**src/rtl/seq_bbccc_gen_pkg.sv**
```systemverilog
// Shared definitions for the BBCCC serial pattern generator.
//   state_t        : one-hot state encoding of the frame sequencer
//   DEF_*_SYM      : default symbol values for B, C and idle line level
//   FRAME_LEN      : number of symbols in one B,B,C,C,C frame
package seq_pkg;

  typedef enum logic [6:0] {
    S_IDLE = 7'b000_0001,
    S_B1   = 7'b000_0010,
    S_B2   = 7'b000_0100,
    S_C1   = 7'b000_1000,
    S_C2   = 7'b001_0000,
    S_C3   = 7'b010_0000,
    S_GAP  = 7'b100_0000
  } state_t;

  localparam logic DEF_B_SYM    = 1'b0;
  localparam logic DEF_C_SYM    = 1'b1;
  localparam logic DEF_IDLE_SYM = 1'b1;

  localparam int unsigned FRAME_LEN = 5;

  // True for the five states that put a frame symbol on the line.
  function automatic logic is_frame_state(input state_t s);
    return (s inside {S_B1, S_B2, S_C1, S_C2, S_C3});
  endfunction

endpackage

```
**src/rtl/seq_bbccc_gen_gap_cnt.sv**
```systemverilog
// Inter-frame gap timer for seq_bbccc_gen.
//   clk     : rising-edge clock
//   rst     : synchronous active-high reset
//   load    : asserted on the edge that enters the gap state
//   expired : high during the last gap cycle (count has reached zero)
// Loaded with GAP_LEN-1 so that the sequencer spends exactly GAP_LEN cycles
// in the gap state. Never loaded when GAP_LEN=0 (the gap state is skipped).
module seq_gap_cnt #(
  parameter int unsigned GAP_LEN = 2
) (
  input  logic clk,
  input  logic rst,
  input  logic load,
  output logic expired
);

  localparam int unsigned GW = (GAP_LEN > 2) ? $clog2(GAP_LEN) : 1;
  localparam logic [GW-1:0] LOAD_VAL = (GAP_LEN > 0) ? GW'(GAP_LEN - 1) : '0;

  logic [GW-1:0] cnt;

  always_ff @(posedge clk) begin
    if (rst) begin
      cnt <= '0;
    end else if (load) begin
      cnt <= LOAD_VAL;
    end else if (cnt != '0) begin
      cnt <= cnt - GW'(1);
    end
  end

  assign expired = (cnt == '0);

endmodule

```
**src/rtl/seq_bbccc_gen.sv**
```systemverilog
// BBCCC serial pattern generator (transmit end of the BBCCC detector link).
//   clk       : rising-edge clock
//   rst       : synchronous active-high reset, overrides all inputs
//   start     : request, sampled only while idle
//   reps      : frames to send, latched on accepted start (0 sends one frame)
//   stop      : abort, returns to idle at the next edge without a done pulse
//   dout      : serial symbol (IDLE_SYM when no symbol is valid)
//   dout_vld  : dout carries a frame symbol
//   busy      : high from accepted start until return to idle
//   done      : one-cycle pulse after the last symbol of the last frame
//   frame_cnt : frames fully sent in the current request (saturating)
// All outputs are registered; they are decoded from the next state so the
// first symbol appears the cycle after start is sampled.
module seq_bbccc_gen
  import seq_pkg::*;
#(
  parameter logic        B_SYM    = DEF_B_SYM,
  parameter logic        C_SYM    = DEF_C_SYM,
  parameter logic        IDLE_SYM = DEF_IDLE_SYM,
  parameter int unsigned CNT_W    = 4,
  parameter int unsigned GAP_LEN  = 2
) (
  input  logic             clk,
  input  logic             rst,
  input  logic             start,
  input  logic [CNT_W-1:0] reps,
  input  logic             stop,
  output logic             dout,
  output logic             dout_vld,
  output logic             busy,
  output logic             done,
  output logic [CNT_W-1:0] frame_cnt
);

  state_t           state_q, state_nxt;
  logic [CNT_W-1:0] reps_q, reps_nxt;
  logic [CNT_W-1:0] cnt_nxt, cnt_inc;
  logic             done_nxt;
  logic             load_gap;
  logic             gap_done;
  logic             dout_nxt;

  seq_gap_cnt #(
    .GAP_LEN (GAP_LEN)
  ) u_gap (
    .clk     (clk),
    .rst     (rst),
    .load    (load_gap),
    .expired (gap_done)
  );

  always_comb begin
    state_nxt = state_q;
    reps_nxt  = reps_q;
    cnt_nxt   = frame_cnt;
    done_nxt  = 1'b0;
    load_gap  = 1'b0;
    cnt_inc   = (frame_cnt == '1) ? frame_cnt : frame_cnt + CNT_W'(1);

    unique case (state_q)
      S_IDLE: begin
        if (start && !stop) begin
          state_nxt = S_B1;
          reps_nxt  = (reps == '0) ? CNT_W'(1) : reps;
          cnt_nxt   = '0;
        end
      end
      S_B1: state_nxt = S_B2;
      S_B2: state_nxt = S_C1;
      S_C1: state_nxt = S_C2;
      S_C2: state_nxt = S_C3;
      S_C3: begin
        cnt_nxt = cnt_inc;
        if (cnt_inc == reps_q) begin
          state_nxt = S_IDLE;
          done_nxt  = 1'b1;
        end else if (GAP_LEN > 0) begin
          state_nxt = S_GAP;
          load_gap  = 1'b1;
        end else begin
          state_nxt = S_B1;
        end
      end
      S_GAP: begin
        if (gap_done) begin
          state_nxt = S_B1;
        end
      end
      default: state_nxt = S_IDLE;
    endcase

    // Abort takes priority over every transition decided above, including
    // the frame count update and done pulse when leaving S_C3.
    if (stop && (state_q != S_IDLE)) begin
      state_nxt = S_IDLE;
      cnt_nxt   = frame_cnt;
      done_nxt  = 1'b0;
      load_gap  = 1'b0;
    end

    if (state_nxt inside {S_B1, S_B2}) begin
      dout_nxt = B_SYM;
    end else if (state_nxt inside {S_C1, S_C2, S_C3}) begin
      dout_nxt = C_SYM;
    end else begin
      dout_nxt = IDLE_SYM;
    end
  end

  always_ff @(posedge clk) begin
    if (rst) begin
      state_q   <= S_IDLE;
      reps_q    <= '0;
      frame_cnt <= '0;
      dout      <= IDLE_SYM;
      dout_vld  <= 1'b0;
      busy      <= 1'b0;
      done      <= 1'b0;
    end else begin
      state_q   <= state_nxt;
      reps_q    <= reps_nxt;
      frame_cnt <= cnt_nxt;
      dout      <= dout_nxt;
      dout_vld  <= is_frame_state(state_nxt);
      busy      <= (state_nxt != S_IDLE);
      done      <= done_nxt;
    end
  end

endmodule

```
**config.mk**
```make
export PLATFORM = sky130hd
export DESIGN_NAME = seq_bbccc_gen
export DESIGN_NICKNAME = d
export VERILOG_FILES = /design/src/rtl/seq_bbccc_gen_pkg.sv /design/src/rtl/seq_bbccc_gen_gap_cnt.sv /design/src/rtl/seq_bbccc_gen.sv
export SDC_FILE = /design/constraint.sdc
export NUM_CORES = 1
export LEC_CHECK = 0
export CAP_MARGIN = 40
export CORE_UTILIZATION = 52
export CTS_CLUSTER_SIZE = 12
export DETAILED_ROUTE_END_ITERATION = 16
export PLACE_DENSITY = 0.74
export SETUP_SLACK_MARGIN = 0.2
export SLEW_MARGIN = 5
export SYNTH_ARGS = -nofsm -noshare
export SYNTH_HDL_FRONTEND = slang
export SYNTH_SLANG_ARGS = --single-unit
```
**constraint.sdc**
```tcl
create_clock -name clk -period 2.35 [get_ports clk]
set_input_delay 0.235 -clock clk [delete_from_list [all_inputs] [get_ports clk]]
set_output_delay 0.235 -clock clk [all_outputs]
set_load 0.02 [all_outputs]
```
==> metrics.md <==
| Metric | Value |
|---|---|
| Status | `complete, no violations` |
| Post-route cell area | `0.00133 sq mm` |
| CP peak stage delay | `560 ps` |
| Net count, final | `153` |
| Worst path cell trace | `or4_4 > or4_4 > or3_1 > nor3b_2 > a31o_1` |
| CTS Buf Count | `3` |
| Synth Flop Type | `dfxtp_1` |
| Input/output buffers | `15` |
| Post-CTS Repair Setup Buffers | `0` |
| Syn Nets | `134` |
| GR Layer Usage met3 | `3.40%` |
| Final worst setup slack | `257 ps` |
| Placed inst area | `0.00128 sq mm` |
| Register area share after synthesis | `36.9%` |
| Crit Reg-Reg Startpoint | `state_q[6]$_SDFF_PP0_` |
| Pre-CTS setup slack | `264 ps` |
| Syn_area_per_cell | `8.68 sq um` |
| Fraction of registers with async set/reset | `0%` |
| Die height | `47.7 um` |
| Total wire length | `2380 um` |
| Area taken by flip-flops and latches | `403 sq um` |
| Worst Skew | `3.45 ps` |
| CP Buf/Inv Count | `0` |
| H-tree Lvls | `1` |
| Initial DRC Count | `28` |
| Critical Path RT | `2610 ps` |
| EDFF count, synth | `0` |
| Synth area leader | `dfxtp_1` |
| Layout Cells excl Fill | `170` |
| Critical Path AT | `2350 ps` |
| CP top delay family | `simple AND/OR/NAND/NOR gates` |
| Layout cells sized above 1 | `12.6%` |
| CP dominant cell by count | `or4_4` |
| Ys Warns | `0` |
| Setup Viol. Count Final | `0` |
| Row cnt | `16` |
| Area grow syn2layout | `22.1%` |
| Gr ovfl total | `0` |
| Pleak | `0.530 nW` |
| F_max | `0.478 GHz` |
| Clock transition at path regs | `110 ps` |
| Post-CTS Resized | `0` |
| Synthesized flop and latch total | `20` |
| Dpl cells | `166` |
| Hold buffers post-CTS | `0` |
| Worst setup EP type | `register` |
| Kind of critical path | `reg2reg` |
| Antenna-violating nets left | `0` |
| Largest net degree at the start of global routing | `12` |
| Power density cells | `518 mW/mm^2` |
| Synthesized area | `0.00108 sq mm` |
| Critical hold path startpoint | `reps_q[0]$_SDFFE_PP0P_` |
| Rel. slew slack | `69.0%` |
| RSZ-0062 raised after global routing | `no` |
| Most common cell after layout, fill and taps aside | `dfxtp_1` |
| Sink Count | `20` |
| Post-route DRC | `0` |
| Min Tclk post-route | `2090 ps` |
| Area of the multi-input gates | `649 sq um` |
| Die area | `0.00227 sq mm` |
| Top-area cell type share of the netlist area | `36.9%` |
| Grt met1 use | `32.4%` |
| DR vias/cell | `5.82` |
| Diodes inserted | `0` |
| Via count | `990` |
| DPL Wire Length | `1780 um` |
| Initial core utilization | `55.3%` |
| Commonest cells after routing, fill and taps aside | `dfxtp_1 (18), clkdlybuf4s50_1 (15), o21ai_0 (9)` |
| CP max FO | `8` |
| Worst-Margin Slew | `459 ps` |
| First-pass GRT wire length | `3590 um` |
| Number of global-route vias before repair | `829` |
| Initial antenna violation count | `0` |
| GRT Util Overall | `23.1%` |
| Crit. Startpoint | `state_q[6]$_SDFF_PP0_` |
| Setup TNS Final | `0 ps` |
| Number of fill cells | `170` |
| Number of buffers on the longest clock path | `2` |
| Synth top area cells | `dfxtp_1 (37%), mux2i_1 (4.6%), o21ai_0 (4.2%)` |
| Period utilisation layout | `89.1%` |
| Grt peak-use layer | `met2` |
| Clk_lat worst skew | `300 ps` |
| Chip width | `47.7 um` |
| TritonCTS clock tree | `yes` |
| MaxCap Viol Count | `0` |
| HP Class | `reg2reg` |
| Slowest CP cell | `or4_4` |
| Routability congestion estimate | `0.862` |
| Io pins | `16` |
| Pre-antenna DRT Iters | `4` |
| Cell count after synthesis | `125` |
| Hold Vio Cnt, Final | `0` |
| Startpoint Class | `register` |
| CTS Root Cell | `clkbuf_4` |
| Core ar. | `0.00196 sq mm` |
| Worst vdd ir | `0.291 mV` |
| Slew Viols, Final | `0` |
| Count of different cell masters after synthesis | `42` |
| Per-cell routed wire length | `14.0 um` |
| Met2 GRT Util | `35.1%` |
## final cells by class
cell class | instances | share of cell area, %
multi-input combinational | 96 | 49.0
sequential | 20 | 30.4
timing repair buffer | 21 | 14.7
clock buffer | 4 | 2.74
tap | 27 | 2.55
inverter | 2 | 0.567
## cells in the mapped netlist (all sizes together) (4+ instances only)
| library cell | count |
|---|---|
| and3 | 5 |
| nand2 | 8 |
| mux2i | 5 |
| xor2 | 5 |
| nand2b | 4 |
| o21ai | 9 |
| nor3b | 5 |
| nor3 | 6 |
| a21oi | 4 |
| a211oi | 4 |
| clkbuf | 5 |
| nor2 | 7 |
| dfxtp | 20 |
## state kept, by name (all words and copies together), names as in the netlist
name / flops
dout_vld: 1
busy: 1
state_q: 7
done: 1
dout: 1
frame_cnt: 4
u_gap.cnt: 1
reps_q: 4
## report_power, final
part           internal [mW]  total [mW]  leakage, nW  switching, mW
Clock                 0.0946       0.199       0.0210          0.105
Combinational         0.0618       0.124        0.346         0.0618
Sequential             0.352       0.364        0.163         0.0121
## cells by family after synthesis
group	count (synthesis)	synth area share (%)
and+or+nand+nor	54	29.8
AOI/OAI and AO/OA	30	18.8
DFF	20	36.9
buffers and inverters	9	3.92
xor gates and xnor gates	6	4.84
muxes	5	4.61
adders and majority gates	1	1.15
## metal layers
metal	up-vias	wire length, um
met4	0	49
li1	495	-
met3	7	114
met5	-	0
met1	451	1160
met2	37	1060
## through the flow
stage / utilization, % / power [mW] / hold WS [ps]
finish: 67.5 / 0.687 / 527
global route: 67.5 / 0.718 / 567
CTS: 67.0 / 0.687 / 531
detailed placement: 65.2 / 0.491 / 511
global placement: 65.2 / 0.488 / 501
floorplan: - / 0.444 / 379
## final timing paths
check	endpoint	slack (ps)	depth (start not counted)
max reg2reg	frame_cnt[1]$_SDFFE_PP0P_	260	5
min reg2reg	reps_q[0]$_SDFFE_PP0P_	530	2
min	reps_q[0]$_SDFFE_PP0P_	530	2
max	frame_cnt[1]$_SDFFE_PP0P_	260	5
## worst register-to-register path: stages, from the launching register on
cell     delay [ps]
dfxtp_2         380
or4_4           560
or4_4           470
or3_1           360
nor3b_2         170
a31o_1          110
Power figures use the tool's default switching activity.
